--- config.mk ---
export PLATFORM = sky130hd
export DESIGN_NAME = fifo_rd_stream_flat
export DESIGN_NICKNAME = d
export VERILOG_FILES = /design/src/rtl/fifo_rd_stream_if.sv /design/src/rtl/fifo_rd_stream.sv /design/src/flat_wrapper.sv
export SDC_FILE = /design/constraint.sdc
export NUM_CORES = 1
export LEC_CHECK = 0
export BUFFER_PORTS_ARGS = -buffer_cell sky130_fd_sc_hd__buf_2
export CAP_MARGIN = 40
export CORE_AREA = 4 4 119 121
export CTS_CLUSTER_DIAMETER = 80
export DETAILED_ROUTE_END_ITERATION = 12
export DIE_AREA = 0 0 123 125
export GPL_TIMING_DRIVEN = 1
export PLACE_DENSITY = 0.85
export REMOVE_ABC_BUFFERS = 1
export SLEW_MARGIN = 20
export SYNTH_ARGS = -nofsm -noshare
export SYNTH_HDL_FRONTEND = slang
export SYNTH_SLANG_ARGS = --single-unit
--- constraint.sdc ---
create_clock -name clk -period 2.1 [get_ports clk]
set_clock_uncertainty 0.1 [all_clocks]
set_input_delay 0.21 -clock clk [delete_from_list [all_inputs] [get_ports clk]]
set_output_delay 0.21 -clock clk [all_outputs]
set_load 0.05 [all_outputs]
--- src/rtl/fifo_rd_stream_if.sv ---
// Registered VALID/READY word stream with end-of-transfer marker.
interface fifo_rd_stream_if #(
  parameter int unsigned C_WIDTH = 32
) ();
  logic [C_WIDTH-1:0] data;
  logic               valid;
  logic               last;
  logic               ready;

  modport master (output data, output valid, output last, input ready);
  modport slave  (input data, input valid, input last, output ready);
endinterface

--- src/rtl/fifo_rd_stream.sv ---
// Drains LEN words from a 1-cycle-latency sync FIFO into a VALID/READY stream with LAST.
// A 3-entry prefetch buffer keeps 1 word/cycle without a READY-to-RD_EN combinational path.
module fifo_rd_stream #(
  parameter int unsigned C_WIDTH    = 32,
  parameter int unsigned C_LEN_BITS = 16
) (
  input  logic                  clk,
  input  logic                  rst_n,
  input  logic                  start,
  input  logic [C_LEN_BITS-1:0] len,
  output logic                  busy,
  output logic                  done,
  output logic                  fifo_rd_en,
  input  logic [C_WIDTH-1:0]    fifo_rd_data,
  input  logic                  fifo_empty,
  fifo_rd_stream_if.master      tx
);

  typedef enum logic [1:0] {StIdle, StRun, StFin} state_e;

  state_e                state_q, state_d;
  logic [C_LEN_BITS-1:0] req_remain_q, req_remain_d;
  logic [C_LEN_BITS-1:0] tx_remain_q, tx_remain_d;
  logic [1:0]            occ_q, occ_d;
  logic                  inflight_q;
  logic [C_WIDTH-1:0]    buf_q [3];
  logic [1:0]            rd_ptr_q, rd_ptr_d;
  logic [1:0]            wr_ptr_q, wr_ptr_d;
  logic                  capture;
  logic                  pop;
  logic                  credit_ok;

  // Occupancy plus the word already requested must leave room in the buffer.
  assign credit_ok  = ({1'b0, occ_q} + {2'b00, inflight_q}) < 3'd3;
  assign fifo_rd_en = (state_q == StRun) & ~fifo_empty & (req_remain_q != '0) & credit_ok;

  assign capture  = inflight_q;
  assign tx.valid = (occ_q != 2'd0);
  assign tx.data  = buf_q[rd_ptr_q];
  assign tx.last  = tx.valid & (tx_remain_q == C_LEN_BITS'(1));
  assign pop      = tx.valid & tx.ready;

  assign busy = (state_q != StIdle);
  assign done = (state_q == StFin);

  always_comb begin
    state_d      = state_q;
    req_remain_d = req_remain_q;
    tx_remain_d  = tx_remain_q;
    unique case (state_q)
      StIdle: begin
        if (start) begin
          if (len != '0) begin
            req_remain_d = len;
            tx_remain_d  = len;
            state_d      = StRun;
          end else begin
            state_d = StFin;
          end
        end
      end
      StRun: begin
        if (fifo_rd_en && (req_remain_q != '0)) begin
          req_remain_d = req_remain_q - C_LEN_BITS'(1);
        end
        if (pop && (tx_remain_q != '0)) begin
          tx_remain_d = tx_remain_q - C_LEN_BITS'(1);
          if (tx_remain_q == C_LEN_BITS'(1)) begin
            state_d = StFin;
          end
        end
      end
      StFin:   state_d = StIdle;
      default: state_d = StIdle;
    endcase
  end

  always_comb begin
    occ_d    = occ_q;
    rd_ptr_d = rd_ptr_q;
    wr_ptr_d = wr_ptr_q;
    if (capture) begin
      wr_ptr_d = (wr_ptr_q == 2'd2) ? 2'd0 : wr_ptr_q + 2'd1;
    end
    if (pop) begin
      rd_ptr_d = (rd_ptr_q == 2'd2) ? 2'd0 : rd_ptr_q + 2'd1;
    end
    unique case ({capture, pop})
      2'b10:   occ_d = occ_q + 2'd1;
      2'b01:   occ_d = occ_q - 2'd1;
      default: occ_d = occ_q;
    endcase
  end

  always_ff @(posedge clk or negedge rst_n) begin
    if (!rst_n) begin
      state_q      <= StIdle;
      req_remain_q <= '0;
      tx_remain_q  <= '0;
      occ_q        <= 2'd0;
      inflight_q   <= 1'b0;
      rd_ptr_q     <= 2'd0;
      wr_ptr_q     <= 2'd0;
      for (int i = 0; i < 3; i++) begin
        buf_q[i] <= '0;
      end
    end else begin
      state_q      <= state_d;
      req_remain_q <= req_remain_d;
      tx_remain_q  <= tx_remain_d;
      occ_q        <= occ_d;
      inflight_q   <= fifo_rd_en;
      rd_ptr_q     <= rd_ptr_d;
      wr_ptr_q     <= wr_ptr_d;
      // Read data is valid the cycle after the request regardless of the current empty flag.
      if (capture) begin
        buf_q[wr_ptr_q] <= fifo_rd_data;
      end
    end
  end

endmodule

--- src/flat_wrapper.sv ---
// flat-port wrapper written by rule: the top's interface ports become plain ports
module fifo_rd_stream_flat 
#(
  parameter int unsigned C_WIDTH    = 32,
  parameter int unsigned C_LEN_BITS = 16
)
  (clk, rst_n, start, len, busy, done, fifo_rd_en, fifo_rd_data, fifo_empty, tx_data, tx_valid, tx_last, tx_ready);
  fifo_rd_stream_if #(.C_WIDTH(C_WIDTH)) tx_i ();
  input  logic clk;
  input  logic rst_n;
  input  logic start;
  input  logic [C_LEN_BITS-1:0] len;
  output logic busy;
  output logic done;
  output logic fifo_rd_en;
  input  logic [C_WIDTH-1:0] fifo_rd_data;
  input  logic fifo_empty;
  output wire logic [$bits(tx_i.data)-1:0] tx_data;
  output wire logic [$bits(tx_i.valid)-1:0] tx_valid;
  output wire logic [$bits(tx_i.last)-1:0] tx_last;
  input wire logic [$bits(tx_i.ready)-1:0] tx_ready;
  assign tx_data = tx_i.data;
  assign tx_valid = tx_i.valid;
  assign tx_last = tx_i.last;
  assign tx_i.ready = tx_ready;
  fifo_rd_stream #(.C_WIDTH(C_WIDTH), .C_LEN_BITS(C_LEN_BITS)) u_core (.clk(clk), .rst_n(rst_n), .start(start), .len(len), .busy(busy), .done(done), .fifo_rd_en(fifo_rd_en), .fifo_rd_data(fifo_rd_data), .fifo_empty(fifo_empty), .tx(tx_i));
endmodule
# Yosys cells after proc, flatten, opt, wreduce, memory -nomap -nowiden
# Cells that the tools add are included.
[op_classes] eq_ne=12 magnitude_cmp=4 mux=20 add_sub_neg=7 bitwise_logic=8 reduce_logical=14
[ops] cell="bitwise mux 96 bit" n=1
[ops] cell="2-to-1 mux 32 bit" n=3
[ops] cell="binary-select mux 32 bit (select 2 bit)" n=1
[ops] cell="demux 32 bit (select 2 bit)" n=1
[ops] cell="2-to-1 mux 16 bit" n=4
[ops] cell="one-hot mux 16 bit (2 select lines)" n=2
[ops] cell="nonzero test 16 bit" n=3
[ops] cell="subtractor 16 x 1 -> 16 bit, second input constant" n=2
[ops] cell="== test 16 x 1 -> 1 bit, second input constant" n=1
[ops] cell="2-to-1 mux 2 bit" n=6
[ops] cell="== test 2 bit, second input constant" n=4
[ops] cell="inequality test 2 bit, second input constant" n=4
[ops] cell="one-hot mux 2 bit (2 select lines)" n=2
[ops] cell="AND reduction 4 bit" n=2
[ops] cell="nonzero test 2 bit" n=4
[ops] cell="adder 2 x 1 -> 2 bit, second input constant" n=3
[ops] cell="greater-or-equal comparator 3 bit, second input constant" n=2
[ops] cell="inverter 2 -> 3 bit" n=2
[ops] cell="AND 1 bit" n=5
[ops] cell="== test 2 x 1 -> 1 bit, second input constant" n=2
[ops] cell="adder 2 x 1 -> 3 bit" n=1
[ops] cell="logical AND 1 bit" n=3
[ops] cell="< comparator 3 x 1 -> 1 bit, second input constant" n=1
[ops] cell="< comparator 3 x 2 -> 1 bit, second input constant" n=1
[ops] cell="5 further kinds" n=5
[word_totals] reg_bits=137 wordCells=75

# Depth between registers and ports, before layout
[logic_depth] ltp_word=7 ltp_mapped=9

# Least setup slack after synthesis
# No wires, ideal clock.
[synth_path] path_kind="register to output" start="register u_core.rd_ptr_q[1]" end="output tx_data[0]" slack_ns=-0.525 path_stages_with_launch=5 path_buffers=2 required_time_ns=1.790 arrival_ns=2.315 path_cell_list="dfrtp_1 > clkbuf_1 > buf_1 > mux2i_1 > o21ai_0"
[synth_via] elab_chain_cells=4
[synth_lines] element="start: declaration" line="fifo_rd_stream.sv:27" source="logic [1:0] rd_ptr_q, rd_ptr_d;"
[synth_lines] element="start signal: assignment" line="fifo_rd_stream.sv:113" source="rd_ptr_q <= rd_ptr_d;"
[synth_lines] element="inverter 2 -> 3 bit (implied by the code)" line="fifo_rd_stream.sv:39" source="assign tx.data = buf_q[rd_ptr_q];"
[synth_lines] element="binary-select mux 32 bit (select 2 bit)" line="fifo_rd_stream.sv:39"
[synth_lines] element="2-to-1 mux 32 bit (implied by the code) (2 in a row)" line="fifo_rd_stream.sv:39"
[synth_lines] element="end: declaration" line="flat_wrapper.sv:18" source="output wire logic [$bits(tx_i.data)-1:0] tx_data;"
# Every way passes these cells. The select of a mux whose other input is x is not followed.

# Worst setup path in the final report
[layout_path] start="register u_core.tx_remain_q[2]" end="register u_core.tx_remain_q[11]"
[layout_via] elab_chain_cells=4 elab_cells_between_ends=7 classes_between="add/sub: 1; eq/ne: 1; mux: 2; reduce/logical: 3"
[layout_lines] element="start: declaration" line="fifo_rd_stream.sv:23" source="logic [C_LEN_BITS-1:0] tx_remain_q, tx_remain_d;"
[layout_lines] element="start signal: assignment" line="fifo_rd_stream.sv:110" source="tx_remain_q <= tx_remain_d;"
[layout_lines] element="branches (longest 4 deep; another with subtractor 16 x 1 -> 16 bit)"
# Several ways; the timed one is not identified. The select of a mux whose other input is x is not followed.
# A chain may end at the register's enable or synchronous reset.

==> reports/results.txt <==
Setup repair after global routing could not meet its margin everywhere. The die is 123 um wide. The antenna diode count was 0.

The total power divided by cell area is 1771 nW/um^2, and the post-route worst hold slack is 0.03291 ns. The most critical setup path has its startpoint at u_core.tx_remain_q[2]$_DFFE_PN0P_. The clock input transition at the sequential cells of the worst setup and hold paths was 0.06 ns; the wire length reported by the detailed router was 20.17 mm. The number of clock buffers added by TritonCTS is 17. The count of cells in the finished layout, fillers not included, comes to 983. The cell that appears most often on the critical path is or4_4. Half-perimeter wire length after detailed placement: 11.28 mm.

CTS built an H-tree with a depth of 4. For the worst setup path, the data arrival time is 2.37 ns. In the final timing run, aggregate negative setup slack is -0.1965 ns.

The vias after detailed routing was 5974. The number of buffers and inverters on the critical path is 0. The tightest min-delay check is of the in2reg type. The first detailed-routing pass took 5 iterations. The overall die height was 125 um; the area share of the largest cell type after synthesis was 51.16%. After synthesis, flip-flops and latches occupy 51.16% of the total area. The first global-routing pass estimated 30.08 mm of wire.

For the placed standard-cell area, the log shows 7736 um^2. The measured slew at the worst slew-check pin works out to 0.6112 ns. After detailed routing, the number of remaining DRC violations is 0.

For the maximum count of clock buffers along a single path, the log shows 2. On the critical path, the stage with the largest delay is an instance of or4_4. The final reports fail on setup timing. For the number of sinks driven by the clock tree, the log shows 137.

The largest net degree at the start of global routing was 46. The count of nets left with antenna violations once routing finished came out at 0. For flop-to-flop paths, the worst setup slack is -0.06 ns. Maximum clock rate: 463.1 MHz. The worst hold path begins at len[14]. Yosys mapped the design onto 53 distinct sky130hd cell types.

The number of standard-cell rows in the floorplan was 42; the highest ir drop seen on vdd was 850.0 uV. Along the worst path, the maximum fanout reaches 4. The register bit count reported by yosys works out to 137. Overall overflow remaining after global route: 0. Averaged over all synthesized cells, the footprint is 11.04 um^2. The clock tree root buffer cell is clkbuf_16. The category of the worst setup path capture point was a flip-flop. The signal on the critical path passes through or4_4, or4_4, nor4b_4, o21ai_1, a21o_1. At the later pin of the worst-skew pair, clock insertion delay measures 0.42 ns. Cells with a size suffix above 1 make up 43.00% of the layout.

For this run, the number of Yosys warnings is 0. In the final routed layout, each cell accounts on average for 20.52 um. The run finished, with violations left. The floorplan step defined a core boundary enclosing 13090 um^2.

Summing all non-filler instances in the final layout gives an area of 9281 um^2. Count of buffers inserted at the top-level ports: 89. The signed area change from the synthesized netlist to the final layout was 38.50%. In this run the tightest slew margin relative to its limit is 59.25%. Setup violations remaining at the end of the flow were counted as 6. The congestion estimate from routability-driven global placement came to 0.9116.

The net total in the final layout came out at 853. The post-synthesis instance area is 6701 um^2, and the peak per-stage delay on the critical path is 0.54 ns. The analysis attributes to cell leakage a power of 4.091 nW. The critical register-to-register path startpoint was u_core.tx_remain_q[2]$_DFFE_PN0P_. The run gives -0.1160 ns as the post-placement worst setup slack. The count of flip-flops with a built-in enable after synthesis was 0. The number of max-slew violations in the final report is 0. In the synthesized netlist the dominant register cell turns out to be dfrtp_1. The tools report the fill cell total of the finished layout as 803. The detailed router finished its first iteration with 674 violations.

The initial standard-cell utilization of the core is 51.21%. The worst-case setup margin in the final layout is -0.05955 ns, and the shortest period the worst path allows is 2.160 ns. In the post-synthesis netlist, the biggest area contributors are dfrtp_1 51%, mux2_2 16%, mux2i_1 5.1%, o21ai_0 3.5%, nand2_1 3.3%. The tool flagged a number of max-cap violations equal to 0. Of all cell types, the one taking the most synthesized area is dfrtp_1. Global-route usage over all layers: 24.74%. The kind of cell with the highest combined delay along the critical path is simple AND/OR/NAND/NOR gates.

The die covers 15380 um^2. The logs give 2.31 ns for the required time at the endpoint of the critical path and 0 for the number of hold violations in the final report. The number of global-route vias before repair is 6018, and the async set-reset flop share out of synthesis is 100.0%. The mean number of vias per cell came out at 6.077. TritonCTS built the clock tree. Post-route fraction of the period consumed by the critical path: 102.8%. For the number of top-level pins, the log shows 90. For the number of antenna violations at the first check in global routing, the log shows 0. Synthesis produced a netlist whose cell count is 607. The setup path with the least slack is of type reg2reg. The tools report the kind of start point of the critical path as a flip-flop. Placed cell count: 891.
==> kinds of logic (layout without fill, tap and decap cells) <==
family,Yosys count,count (layout),synth area share [%]
compound gates,128,129,11.73
simple gates,158,158,11.82
buf+inv,45,244,2.576
flops,137,137,51.16
mux,130,130,21.21
xor+xnor,3,3,0.3922
fa+ha+maj,6,6,1.120
==> metal layers <==
layer  up-vias  global-route usage, %  wire [um]
met2       325                  41.52      10330
met3        71                  6.640       1624
met5         -                      0          0
li1       2587                      -          -
met4         0                  9.511        657
met1      2991                  30.31       7554
==> area by class of cell <==
cell class	instances	area [um^2]	area share [%]
inverter	12	45.04	0.4853
clock inverter	10	91.34	0.9841
timing repair buffer	200	1653	17.81
tap	176	220.2	2.373
sequential	137	3432	36.98
clock buffer	22	484.2	5.217
multi-input combinational	426	3356	36.16
==> tightest hold or removal path, stage by stage <==
cell and delay [ns]:
buf_2 0.12, a21oi_1 0.06, o21ai_0 0.13
==> cell usage after synthesis (all sizes together) (3+ instances only) <==
library cell  count
nand3             9
o221a             3
nand4             3
a31oi             4
a21o              3
mux2i            34
nor4             13
nor2             29
and4              4
ha                6
dfrtp           137
or4               4
o21ai            48
buf               9
o21a              5
nand2            59
nor3             12
o22a              3
o22ai            18
or2               4
a211oi            7
mux2             96
nand2b            5
clkbuf           24
inv              12
nor2b             3
or3               3
a21oi            27
==> power by group <==
part           internal (mW)  switching, mW  total, mW
Sequential              3.95          0.975       4.92
Combinational           3.67           4.95       8.62
Clock                   1.75           1.14       2.89
==> layout by cell type, fill, tap and decap left out, types with 4 or more instances in the layout <==
master	instances
a211oi_1	6
a21oi_1	26
a31oi_1	4
buf_12	8
buf_2	55
buf_4	81
buf_6	15
clkbuf_16	18
clkbuf_8	4
clkinvlp_4	5
dfrtp_1	134
dlygate4sd3_1	35
inv_1	9
mux2_2	95
mux2i_1	34
nand2_1	57
nand2b_1	5
nand3_1	7
nor2_1	28
nor3_1	9
nor4_1	7
nor4_2	4
o21a_1	5
o21ai_0	28
o21ai_1	18
o22ai_1	15
or2_2	4
==> sequential cells by signal, summed over array words and instances (netlist names) <==
register / flops
u_core.buf_q: 96
u_core.capture: 1
u_core.occ_q: 2
u_core.rd_ptr_q: 2
u_core.req_remain_q: 16
u_core.state_q: 2
u_core.tx_remain_q: 16
u_core.wr_ptr_q: 2
==> path summary, 6_finish.rpt <==
kind / endpoint / cells after the start
setup / recovery: u_core.tx_remain_q[11]$_DFFE_PN0P_ / 5
hold / removal: u_core.req_remain_q[14]$_DFFE_PN0P_ / 3
setup reg to reg: u_core.tx_remain_q[11]$_DFFE_PN0P_ / 5
hold reg to reg: u_core.buf_q[46]$_DFFE_PN0P_ / 1
max in group asynchronous: u_core.tx_remain_q[12]$_DFFE_PN0P_ / 3
min in group asynchronous: u_core.buf_q[73]$_DFFE_PN0P_ / 2
==> stage by stage <==
step           utilization [%]  power (mW)
6_report                 70.93       16.43
5_1_grt                  70.93       17.18
4_1_cts                  68.34       15.43
3_5_place_dp             59.12       11.86
3_3_place_gp             59.12       11.49
2_1_floorplan                -       9.647
==> what timing repair did <==
item,CTS,global route
pin swaps,9,8
endpoints found under the hold margin,138,1
setup endpoints to repair,43,65
hold buffers,34,1
cloned,1,5
buffers inserted,9,10
gates resized for setup,47,88
(Power assumes the default switching activity.)
